--- src/rtl/ball_pkg.sv ---
// Shared definitions for the ball motion block: FSM states and default playfield geometry.
package ball_pkg;

  typedef enum logic [2:0] {
    IDLE,
    MOVE,
    UPDATE,
    COLLIDE,
    MISS
  } ball_state_e;

  localparam int unsigned POS_W     = 9;
  localparam int unsigned BALL_SIZE = 4;
  localparam int unsigned H_LIMIT   = 256;
  localparam int unsigned V_LIMIT   = 240;
  localparam int unsigned HOME_H    = 128;
  localparam int unsigned HOME_V    = 128;

endpackage

--- src/rtl/vsync_tick.sv ---
// Rising-edge detector turning the vsync level into a single-clock frame tick.
module vsync_tick (
  input  logic i_clk,
  input  logic i_reset,
  input  logic i_vsync,
  output logic o_tick
);

  logic r_vsync_q;

  always_ff @(posedge i_clk) begin
    if (i_reset) begin
      r_vsync_q <= 1'b0;
    end else begin
      r_vsync_q <= i_vsync;
    end
  end

  assign o_tick = i_vsync & ~r_vsync_q;

endmodule

--- src/rtl/ball_motion_ctrl.sv ---
// Per-frame ball motion FSM: serve, move, wall/paddle bounce and miss recovery.
module ball_motion_ctrl
  import ball_pkg::*;
#(
  parameter int unsigned SPEED       = 2,
  parameter int unsigned MISS_FRAMES = 60
) (
  input  logic             i_clk,
  input  logic             i_reset,
  input  logic             i_vsync,
  input  logic             i_serve,
  input  logic             i_paddle_hit,
  output logic [POS_W-1:0] o_ball_hpos,
  output logic [POS_W-1:0] o_ball_vpos,
  output logic             o_ball_active,
  output logic             o_miss
);

  localparam int unsigned CntW = $clog2(MISS_FRAMES + 1);
  localparam logic [POS_W-1:0] Spd    = POS_W'(SPEED);
  localparam logic [POS_W-1:0] HBound = POS_W'(H_LIMIT - BALL_SIZE);
  localparam logic [POS_W-1:0] VBound = POS_W'(V_LIMIT - BALL_SIZE);
  localparam logic [POS_W-1:0] HomeH  = POS_W'(HOME_H);
  localparam logic [POS_W-1:0] HomeV  = POS_W'(HOME_V);
  localparam logic [CntW-1:0]  MissLast = CntW'(MISS_FRAMES - 1);

  logic w_tick;

  vsync_tick u_vsync_tick (
    .i_clk   (i_clk),
    .i_reset (i_reset),
    .i_vsync (i_vsync),
    .o_tick  (w_tick)
  );

  ball_state_e      r_state, w_state_nxt;
  logic [POS_W-1:0] r_hpos, w_hpos_nxt;
  logic [POS_W-1:0] r_vpos, w_vpos_nxt;
  logic             r_dir_right, w_dir_right_nxt;
  logic             r_dir_down, w_dir_down_nxt;
  logic             r_hit, w_hit_nxt;
  logic [CntW-1:0]  r_miss_cnt, w_miss_cnt_nxt;
  logic             r_miss, w_miss_nxt;
  logic             w_hit_now;

  // A paddle hit in the COLLIDE cycle itself still counts toward the bounce.
  assign w_hit_now = r_hit | i_paddle_hit;

  always_comb begin
    w_state_nxt     = r_state;
    w_hpos_nxt      = r_hpos;
    w_vpos_nxt      = r_vpos;
    w_dir_right_nxt = r_dir_right;
    w_dir_down_nxt  = r_dir_down;
    w_hit_nxt       = w_hit_now;
    w_miss_cnt_nxt  = r_miss_cnt;
    w_miss_nxt      = 1'b0;

    unique case (r_state)
      IDLE: begin
        w_hpos_nxt = HomeH;
        w_vpos_nxt = HomeV;
        if (w_tick && i_serve) begin
          w_state_nxt     = MOVE;
          w_dir_right_nxt = 1'b0;
          w_dir_down_nxt  = 1'b1;
        end
      end
      MOVE: begin
        if (w_tick) w_state_nxt = UPDATE;
      end
      UPDATE: begin
        w_hpos_nxt  = r_dir_right ? (r_hpos + Spd) : (r_hpos - Spd);
        w_vpos_nxt  = r_dir_down  ? (r_vpos + Spd) : (r_vpos - Spd);
        w_state_nxt = COLLIDE;
      end
      COLLIDE: begin
        w_hit_nxt   = 1'b0;
        w_state_nxt = MOVE;
        // Flips are qualified by current direction so a ball past a wall cannot oscillate.
        if (r_dir_down && (r_vpos >= VBound)) begin
          w_dir_down_nxt = 1'b0;
        end else if (!r_dir_down && (r_vpos < Spd)) begin
          w_dir_down_nxt = 1'b1;
        end
        if (r_dir_right && (r_hpos >= HBound)) begin
          w_dir_right_nxt = 1'b0;
        end else if (!r_dir_right && w_hit_now) begin
          w_dir_right_nxt = 1'b1;
        end else if (!r_dir_right && (r_hpos < Spd)) begin
          w_state_nxt = MISS;
          w_miss_nxt  = 1'b1;
        end
      end
      MISS: begin
        if (w_tick) begin
          if (r_miss_cnt == MissLast) begin
            w_state_nxt     = IDLE;
            w_hpos_nxt      = HomeH;
            w_vpos_nxt      = HomeV;
            w_dir_right_nxt = 1'b0;
            w_dir_down_nxt  = 1'b1;
            w_miss_cnt_nxt  = '0;
          end else begin
            w_miss_cnt_nxt = r_miss_cnt + 1'b1;
          end
        end
      end
      default: begin
        w_state_nxt = IDLE;
      end
    endcase
  end

  always_ff @(posedge i_clk) begin
    if (i_reset) begin
      r_state     <= IDLE;
      r_hpos      <= HomeH;
      r_vpos      <= HomeV;
      r_dir_right <= 1'b0;
      r_dir_down  <= 1'b1;
      r_hit       <= 1'b0;
      r_miss_cnt  <= '0;
      r_miss      <= 1'b0;
    end else begin
      r_state     <= w_state_nxt;
      r_hpos      <= w_hpos_nxt;
      r_vpos      <= w_vpos_nxt;
      r_dir_right <= w_dir_right_nxt;
      r_dir_down  <= w_dir_down_nxt;
      r_hit       <= w_hit_nxt;
      r_miss_cnt  <= w_miss_cnt_nxt;
      r_miss      <= w_miss_nxt;
    end
  end

  assign o_ball_hpos   = r_hpos;
  assign o_ball_vpos   = r_vpos;
  assign o_ball_active = (r_state == MOVE) || (r_state == UPDATE) || (r_state == COLLIDE);
  assign o_miss        = r_miss;

endmodule

--- config.mk ---
export PLATFORM = sky130hd
export DESIGN_NAME = ball_motion_ctrl
export DESIGN_NICKNAME = d
export VERILOG_FILES = /design/src/rtl/ball_pkg.sv /design/src/rtl/vsync_tick.sv /design/src/rtl/ball_motion_ctrl.sv
export SDC_FILE = /design/constraint.sdc
export NUM_CORES = 1
export LEC_CHECK = 0
export CORE_AREA = 2 2 59 61
export CTS_CLUSTER_DIAMETER = 30
export DETAILED_ROUTE_END_ITERATION = 6
export DIE_AREA = 0 0 61 63
export HOLD_SLACK_MARGIN = 0.06
export PLACE_DENSITY = 0.86
export SLEW_MARGIN = 30
export SYNTH_ARGS = -nofsm -noshare
export SYNTH_HDL_FRONTEND = slang
export SYNTH_SLANG_ARGS = --single-unit
--- constraint.sdc ---
create_clock -name i_clk -period 3.7 [get_ports i_clk]
set_clock_uncertainty 0.15 [all_clocks]
set_input_delay 0.74 -clock i_clk [delete_from_list [all_inputs] [get_ports i_clk]]
set_output_delay 0.74 -clock i_clk [all_outputs]
set_load 0.1 [all_outputs]
## After elaboration in Yosys (flattened, before gate mapping)

Index checks and enable logic that the tools add are counted.
W data, S select, Z words.

| word-level totals | value |
|---|---|
| output and inout port bits | 20 |
| memories kept | 0 |
| bits in read-only memories | 0 |
| latch bits | 0 |
| memory bits (writable) | 0 |
| register bits | 32 |
| word-level logic and storage cells | 81 |
| bits of input ports | 5 |

| cells by class | value |
|---|---|
| multiply operators | 0 |
| $lt $le $gt $ge | 4 |
| equal/unequal tests | 11 |
| div/mod/pow operators | 0 |
| bitwise logic cells | 4 |
| reduce and logical (&&, ||, !) cells | 20 |
| add/subtract/negate cells | 5 |
| shifts and indexed selects | 0 |
| muxes and demuxes | 28 |

Operator list:

| operator | number |
|---|---|
| $pmux W9 S3 | 2 |
| $mux W9 | 4 |
| $mux W3 | 7 |
| $add A9 B2 Y9 const B | 2 |
| $ge A9 B8 Y1 const B | 2 |
| $lt A9 B2 Y1 const B | 2 |
| $sub A9 B2 Y9 const B | 2 |
| $pmux W3 S5 | 1 |
| $mux W1 | 11 |
| $reduce_and A5 Y1 | 2 |
| $ne A2 B2 Y1 const B | 4 |
| $add A6 B1 Y6 const B | 1 |
| $eq A3 B2 Y1 const B | 2 |
| $eq A6 B6 Y1 const B | 1 |
| $logic_and A1 B1 Y1 | 6 |
| $mux W6 | 1 |
| $ne A3 B3 Y1 const B | 2 |
| $pmux W1 S3 | 2 |
| $reduce_bool A3 Y1 | 2 |
| $reduce_and A4 Y1 | 1 |
| $reduce_or A4 Y1 | 1 |
| $eq A3 B1 Y1 const B | 1 |
| $eq A3 B3 Y1 const B | 1 |
| $logic_not A3 Y1 | 1 |
| other kinds (8) | 11 |

## Depth between registers and ports, before layout

Gate-level depths: netlist of run 1.

| logic depth | value |
|---|---|
| depth in word-level cells | 6 |
| gate-level depth with buffers | 7 |

## By module

Synthesis of run 1 repeated with hierarchy kept, for this count alone.

| second synthesis, totals | value |
|---|---|
| cells, all modules | 210 |
| area total of the unflattened synthesis | 1791.7 µm² |

Modules (own cells, without submodules):

| module | area an instance (µm²) | seq. area each (µm²) | cells an instance | times used |
|---|---|---|---|---|
| ball_motion_ctrl | 1744.2 | 580.6 | 207 | 1 |
| vsync_tick | 47.5 | 20.0 | 3 | 1 |

## Worst setup path before layout of run 1

OpenSTA, ideal clock, no wires.

| timing | value |
|---|---|
| path type | register to output |
| start point | register r_state[0] |
| end point | output o_ball_active |
| path buffers | 1 |
| slack | 0.936 ns |
| data required time | 2.810 ns |
| stages on the path, launching flop included | 4 |
| arrival | 1.874 ns |
| path through | dfxtp_1 -> clkbuf_1 -> nor2_1 -> nor2_1 |

| on the way | value |
|---|---|
| word-level cells in the longest chain between the ends | 3 |

Ends and longest elaborated chain:

| what | line | text |
|---|---|---|
| start, declared | ball_motion_ctrl.sv:36 | `ball_state_e r_state, w_state_nxt;` |
| start signal, assigned | ball_motion_ctrl.sv:126 | `r_state <= w_state_nxt;` |
| $eq A3 B1 Y1 / $eq A3 B2 Y1 (equally long branches) | ball_motion_ctrl.sv:139 | `assign o_ball_active = (r_state == MOVE) \|\| (r_state == UPDATE) \|\| (r_state == COLLIDE);` |
| $logic_or A1 B1 Y1 | ball_motion_ctrl.sv:139 |  |
| $logic_or A1 B1 Y1 * | ball_motion_ctrl.sv:139 |  |
| end, declared | ball_motion_ctrl.sv:15 | `output logic o_ball_active,` |

Mark *: on every way between the ends. The rest lies on a longest branch, timed or not.

## Worst setup path after layout of run 1

| timing | value |
|---|---|
| start point | register r_hpos[5], in the netlist o_ball_hpos[5] |
| end point | output o_ball_hpos[5] |

RTL lines:

| what | line | text |
|---|---|---|
| start, declared | ball_motion_ctrl.sv:37 | `logic [POS_W-1:0] r_hpos, w_hpos_nxt;` |
| start signal, assigned | ball_motion_ctrl.sv:118 | `r_hpos <= HomeH;` |
| start signal, assigned | ball_motion_ctrl.sv:127 | `r_hpos <= w_hpos_nxt;` |
| end, declared | ball_motion_ctrl.sv:13 | `output logic [POS_W-1:0] o_ball_hpos,` |

No word-level cell between the ends.

==> results of run 1 <==
## power groups by stage
stage          Combinational (uW)  Clock (uW)  Sequential, uW
2_1_floorplan                99.9           0             396
3_3_place_gp                  164           0             362
3_5_place_dp                  165           0             363
4_1_cts                       166         209             356
5_1_grt                       177         221             360
6_report                      166         203             357
## registers in the layout, indices dropped and copies added (netlist names)
register	cells
r_state	3
o_ball_hpos	8
r_dir_right	1
u_vsync_tick.r_vsync_q	1
o_ball_vpos	8
r_miss_cnt	6
r_dir_down	1
r_hit	1
o_miss	1
## final cells by class
| type | instances | area [sq um] | share of cell area (%) |
|---|---|---|---|
| inverters | 8 | 30.0 | 1.47 |
| repair buffers | 23 | 198 | 9.71 |
| multi-input cells | 162 | 1090 | 53.5 |
| well taps | 46 | 57.6 | 2.83 |
| clock inverters | 1 | 5.00 | 0.246 |
| clock buffers | 7 | 55.1 | 2.70 |
| flip-flops and latches | 30 | 602 | 29.5 |
## worst max path at each step
stage                     endpoint  slack, ps
finish              o_ball_hpos[5]        860
global route        o_ball_hpos[5]        810
CTS                  o_ball_active        670
detailed placement  o_ball_hpos[7]        810
global placement    o_ball_hpos[7]        860
floorplan            o_ball_active        940
## cells in the mapped netlist (2+ instances only)
master / instances
dfxtp_1: 30
a21oi_1: 14
clkbuf_1: 12
nor2_1: 11
nand2_1: 9
nor2b_1: 9
nor4_1: 9
inv_1: 7
nor3_1: 7
or4_1: 7
mux2i_1: 6
nand3_1: 6
o21ai_0: 6
o31ai_1: 6
xnor2_1: 6
a211oi_1: 5
ha_1: 5
or3_1: 5
a211o_1: 4
nand3b_1: 4
o211ai_1: 4
o31a_1: 4
and3_1: 3
and4_1: 3
nand4_1: 3
o22ai_1: 3
a31oi_1: 2
buf_4: 2
nand2b_1: 2
## cell usage in the layout, fill, tap and decap left out, types with 5 or more instances in the layout
master           synthesis  routed
dfxtp_1                 30      29
a21oi_1                 14      14
buf_4                    2      13
nor2_1                  11      11
clkdlybuf4s50_1          0      10
nor2b_1                  9       9
nand2_1                  9       9
nor4_1                   9       9
inv_1                    7       7
or4_1                    7       7
nor3_1                   7       7
o21ai_0                  6       6
xnor2_1                  6       6
mux2i_1                  6       6
nand3_1                  6       6
o31ai_1                  6       6
or3_1                    5       5
a211oi_1                 5       5
ha_1                     5       5
clkbuf_4                 0       5
## kinds of logic after synthesis
kind of cell	share of synthesized area (%)
other	0.209
AOI/OAI and AO/OA	22.8
DFF	33.4
adders and majority gates	3.48
muxes	3.34
buffers and inverters	6.13
xor gates and xnor gates	3.41
and+or+nand+nor	27.2
## routing by layer
| metal | GRT usage, % | vias to the layer above | share of wire, % |
|---|---|---|---|
| met5 | 0 | - | 0 |
| li1 | - | 841 | - |
| met4 | 8.97 | 0 | 1.1 |
| met1 | 32.7 | 806 | 48 |
| met2 | 31.9 | 44 | 46 |
| met3 | 5.59 | 4 | 5.2 |
## per-stage QoR
stage          utilization, %  total power (uW)  worst slack, ps  hold WS [ps]
6_report                 63.0               727              861           377
5_1_grt                  63.0               758              813           396
4_1_cts                  63.0               730              671           379
3_5_place_dp             61.1               529              810           354
3_3_place_gp             61.1               527              861           345
2_1_floorplan               -               496              936           327
==> impl_metrics.env, run 1 <==
export IMPL_post_cts_setup_buffers=0
export IMPL_core_area_sq_mm=0.00323
export IMPL_fillers=293
export IMPL_p_per_area_mw_per_mm2=357
export IMPL_arrival_ps=1950
export IMPL_die_w_um=61
export IMPL_viasPerCell=6.12
export IMPL_cts_resized=0
export IMPL_rr_endpoint="o_ball_vpos[7]"
export IMPL_path_clk_slew_ps=90
export IMPL_clock_sinks=30
export IMPL_slew_headroom_pct=34.9
export IMPL_synth_top_area_cell="dfxtp_1"
export IMPL_sw_frac_of_total_pct=34.5
export IMPL_synth_top_cell_area_share_pct=33.4
export IMPL_ant_nets=0
export IMPL_crit_required_ps=2810
export IMPL_worst_setup_path_type="flip-flop to primary output"
export IMPL_path_max_fanout=7
export IMPL_die_area_sq_mm=0.00384
export IMPL_drtPass1Iterations=5
export IMPL_drv_cap=0
export IMPL_drc=0
export IMPL_pwr_share_seq_pct=49.1
export IMPL_cts_buffers_inserted=5
export IMPL_via_count=1695
export IMPL_r2r_slack_ps=1480
export IMPL_dieHeight_um=63
export IMPL_grt_antenna_before_repair=0
export IMPL_r2r_start="r_miss_cnt[0]"
export IMPL_comb_power_share_pct=22.9
export IMPL_synthTopCellsByArea="dfxtp_1 (33%), a21oi_1 (3.9%), ha_1 (3.5%), mux2i_1 (3.3%), nor2b_1 (3.1%)"
export IMPL_min_from="r_hit"
export IMPL_pwr_share_clk_pct=28.0
export IMPL_htree_levels=2
export IMPL_peakVddDrop_uv=188
export IMPL_ys_flop_type="dfxtp_1"
export IMPL_min_period_over_period_pct=76.7
export IMPL_p_sw_uw=251
export IMPL_stdcell_count=277
export IMPL_clockBufferDepth=2
export IMPL_place_gp_congestion=0.893
export IMPL_ys_types=51
export IMPL_drive_gt1_share_pct=9.96
export IMPL_numPortBuffers=22
export IMPL_rows=21
export IMPL_finalWirelength_mm=4.00
export IMPL_setup_tns_ps=0
export IMPL_start_util_pct=55.6
export IMPL_final_setup_viol_count=0
export IMPL_slew_violations=0
export IMPL_grt_usage_pct=22.6
export IMPL_fin_crit_ps=2840
export IMPL_cts_tree="done"
export IMPL_clk_latency_ps=330
export IMPL_grt_overflow=0
export IMPL_synth_enable_flop_cells=0
export IMPL_max_freq_ghz=0.352
export IMPL_cts_root_buf="clkbuf_4"
export IMPL_avgSynthCellArea_sq_um=8.32
export IMPL_cp_depth=1
export IMPL_grt_pass1_wl_mm=6.63
export IMPL_syn_to_final_growth_pct=13.4
export IMPL_min_delay_path_depth=1
export IMPL_rsz0062_at_grt="no"
export IMPL_cp_cell_sequence="clkdlybuf4s50_1"
export IMPL_nNetsFinal=240
export IMPL_io_pins=25
export IMPL_dpl_cell_count=269
export IMPL_drtIter0Drc=126
export IMPL_start_kind="flip-flop"
export IMPL_worst_pin_slew_ps=973
export IMPL_synth_area_sq_mm=0.00180
export IMPL_hold_path_endpoint="r_hit"
export IMPL_grt_max_degree=35
export IMPL_startpoint="o_ball_hpos[5]"
export IMPL_crit_path_top_delay_cell="clkdlybuf4s50_1"
export IMPL_ys_seq_elements=30
export IMPL_async_flop_share_pct=0
export IMPL_hold_viol=0
export IMPL_hpwl_mm=2.82
export IMPL_internal_power_uw=476
export IMPL_path_buf_inv=1
export IMPL_syn_inst=216
export IMPL_reg2regPathDepth=5
export IMPL_yosys_warnings=0
export IMPL_hold_class="flip-flop to flip-flop"
export IMPL_seq_area_frac_synth_pct=33.4
export IMPL_final_cell_area_sq_mm=0.00204
export IMPL_crit_family="buffers and inverters"
export IMPL_end_kind="primary output"
export IMPL_max_stage_delay_ps=1180
export IMPL_leakage_uw=0.000752
export IMPL_place_area_sq_mm=0.00198
export IMPL_outcome="finished clean"
export IMPL_drt_wirelength_per_cell_um=14.4
export IMPL_postCtsHoldBufs=0
export IMPL_diodes=0
export IMPL_grt_pass1_vias=1412
(Power assumes the default switching activity.)
==> inputs of run 2 (changes only) <==
- CORE_AREA: 2 2 59 61 -> 2 2 64 66
- DIE_AREA: 0 0 61 63 -> 0 0 66 68
- PLACE_DENSITY: 0.86 -> 0.78
- clock period: 3.7 -> 2.4 ns (I/O delays scaled with it)
==> run 2 against run 1 <==
Net effect: die area rose by 17%; hold slack improved by 2.2 ps; combinational power rose by 69%; final cell count rose by 5.4%.
==> impl_metrics.env, run 2 (same netlist as run 1, synthesis figures left out) <==
export IMPL_cts_root_buf="clkbuf_8"
export IMPL_drc=0
export IMPL_setup_tns_ps=0
export IMPL_clockBufferDepth=2
export IMPL_grt_overflow=0
export IMPL_cts_resized=0
export IMPL_nNetsFinal=251
export IMPL_io_pins=25
export IMPL_hpwl_mm=2.99
export IMPL_grt_pass1_wl_mm=6.83
export IMPL_pwr_share_seq_pct=43.5
export IMPL_cp_cell_sequence="nor2_1 -> nor2_2 -> buf_12"
export IMPL_fillers=375
export IMPL_sw_frac_of_total_pct=33.2
export IMPL_place_gp_congestion=0.865
export IMPL_grt_antenna_before_repair=0
export IMPL_syn_to_final_growth_pct=20.9
export IMPL_max_freq_ghz=0.454
export IMPL_cts_buffers_inserted=5
export IMPL_min_period_over_period_pct=91.7
export IMPL_outcome="finished clean"
export IMPL_slew_violations=0
export IMPL_worst_setup_path_type="flip-flop to primary output"
export IMPL_drive_gt1_share_pct=18.2
export IMPL_internal_power_uw=837
export IMPL_stdcell_count=292
export IMPL_drt_wirelength_per_cell_um=14.6
export IMPL_drtPass1Iterations=4
export IMPL_drtIter0Drc=183
export IMPL_comb_power_share_pct=22.4
export IMPL_final_cell_mix="buf_4 (28), dfxtp_1 (26), a21oi_1 (14)"
export IMPL_holdWs_ps=380
export IMPL_path_max_fanout=15
export IMPL_arrival_ps=1570
export IMPL_post_cts_setup_buffers=0
export IMPL_place_ws_ps=-22.3
export IMPL_grt_pass1_vias=1491
export IMPL_start_kind="flip-flop"
export IMPL_pwr_share_clk_pct=34.1
export IMPL_max_stage_delay_ps=650
export IMPL_peakVddDrop_uv=357
export IMPL_rows=23
export IMPL_postCtsHoldBufs=0
export IMPL_finalWirelength_mm=4.26
export IMPL_clk_latency_ps=290
export IMPL_crit_path_top_delay_cell="dfxtp_1"
export IMPL_hold_viol=0
export IMPL_die_w_um=66
export IMPL_slew_headroom_pct=63.4
export IMPL_worst_pin_slew_ps=543
export IMPL_grt_max_degree=24
export IMPL_p_total_uw=1250
export IMPL_final_setup_viol_count=0
export IMPL_end_kind="primary output"
export IMPL_via_count=1751
export IMPL_cts_tree="done"
export IMPL_rsz0062_at_grt="no"
export IMPL_path_clk_slew_ps=70
export IMPL_grt_usage_pct=19.8
export IMPL_fin_crit_ps=2200
export IMPL_final_common_cell="buf_4"
export IMPL_numPortBuffers=22
export IMPL_crit_family="flip-flops"
export IMPL_die_area_sq_mm=0.00449
export IMPL_crit_required_ps=1770
export IMPL_viasPerCell=6.00
export IMPL_clock_sinks=30
export IMPL_htree_levels=2
export IMPL_drv_cap=0
export IMPL_setup_ws_ps=199
export IMPL_p_sw_uw=415
export IMPL_hold_class="flip-flop to flip-flop"
export IMPL_dieHeight_um=68
export IMPL_p_per_area_mw_per_mm2=576
export IMPL_ant_nets=0
export IMPL_dpl_cell_count=284
export IMPL_core_area_sq_mm=0.00386
export IMPL_diodes=0
export IMPL_leakage_uw=0.000836
export IMPL_start_util_pct=46.6
export IMPL_path_buf_inv=1
[run 2: cell types whose count changed in the layout (fill, tap and decap cells not counted)]
cell | before | now
clkbuf_8 | 1 | 6
dfxtp_1 | 29 | 26
dfxtp_2 | 1 | 4
nor2_2 | 0 | 1
clkbuf_4 | 5 | 0
buf_12 | 0 | 2
clkdlybuf4s50_1 | 10 | 4
buf_4 | 13 | 28
nor2_1 | 11 | 10
[run 2: through the flow]
| stage | cell area [sq um] | utilization [%] |
|---|---|---|
| after floorplan | 1810 | - |
| after global placement | 2080 | 54.0 |
| after detailed placement | 2080 | 54.0 |
| after CTS | 2170 | 56.3 |
| after global routing | 2170 | 56.3 |
| final | 2170 | 56.3 |
[run 2: worst paths after layout]
| kind | from | end | slack (ps) | cells after the start |
|---|---|---|---|---|
| max | r_state[0] | o_ball_active | 200 | 3 |
| min | r_miss_cnt[1] | r_miss_cnt[1] | 380 | 2 |
| max reg2reg | r_miss_cnt[0] | o_ball_vpos[7] | 380 | 6 |
| min reg2reg | r_miss_cnt[1] | r_miss_cnt[1] | 380 | 2 |
[run 2: worst min-delay path, cell delays in order (launching register included)]
cell     delay, ps
dfxtp_1        350
mux2i_1         80
nor2_1          70
[run 2: power by group through the flow]
stage / combinational [uW] / clock (uW) / sequential [uW]
after floorplan: 155 / 0 / 611
after global placement: 277 / 0 / 553
after detailed placement: 279 / 0 / 554
after CTS: 280 / 439 / 543
after global routing: 297 / 463 / 548
final: 280 / 427 / 544
[run 2: routing by layer]
metal  wire length (um)  GRT usage, %
met5                  0             0
met4                 82          7.91
met3                216          4.93
met2               1930          31.8
met1               2030          25.7
[run 2: layout make-up]
| cell class | count | area [sq um] | share of cell area [%] |
|---|---|---|---|
| multi-input cells | 162 | 1090 | 50.3 |
| flip-flops and latches | 30 | 606 | 27.9 |
| repair buffers | 34 | 290 | 13.4 |
| clock buffers | 7 | 86.3 | 3.97 |
| well taps | 50 | 62.6 | 2.88 |
| inverters | 8 | 30.0 | 1.38 |
| clock inverters | 1 | 5.00 | 0.230 |
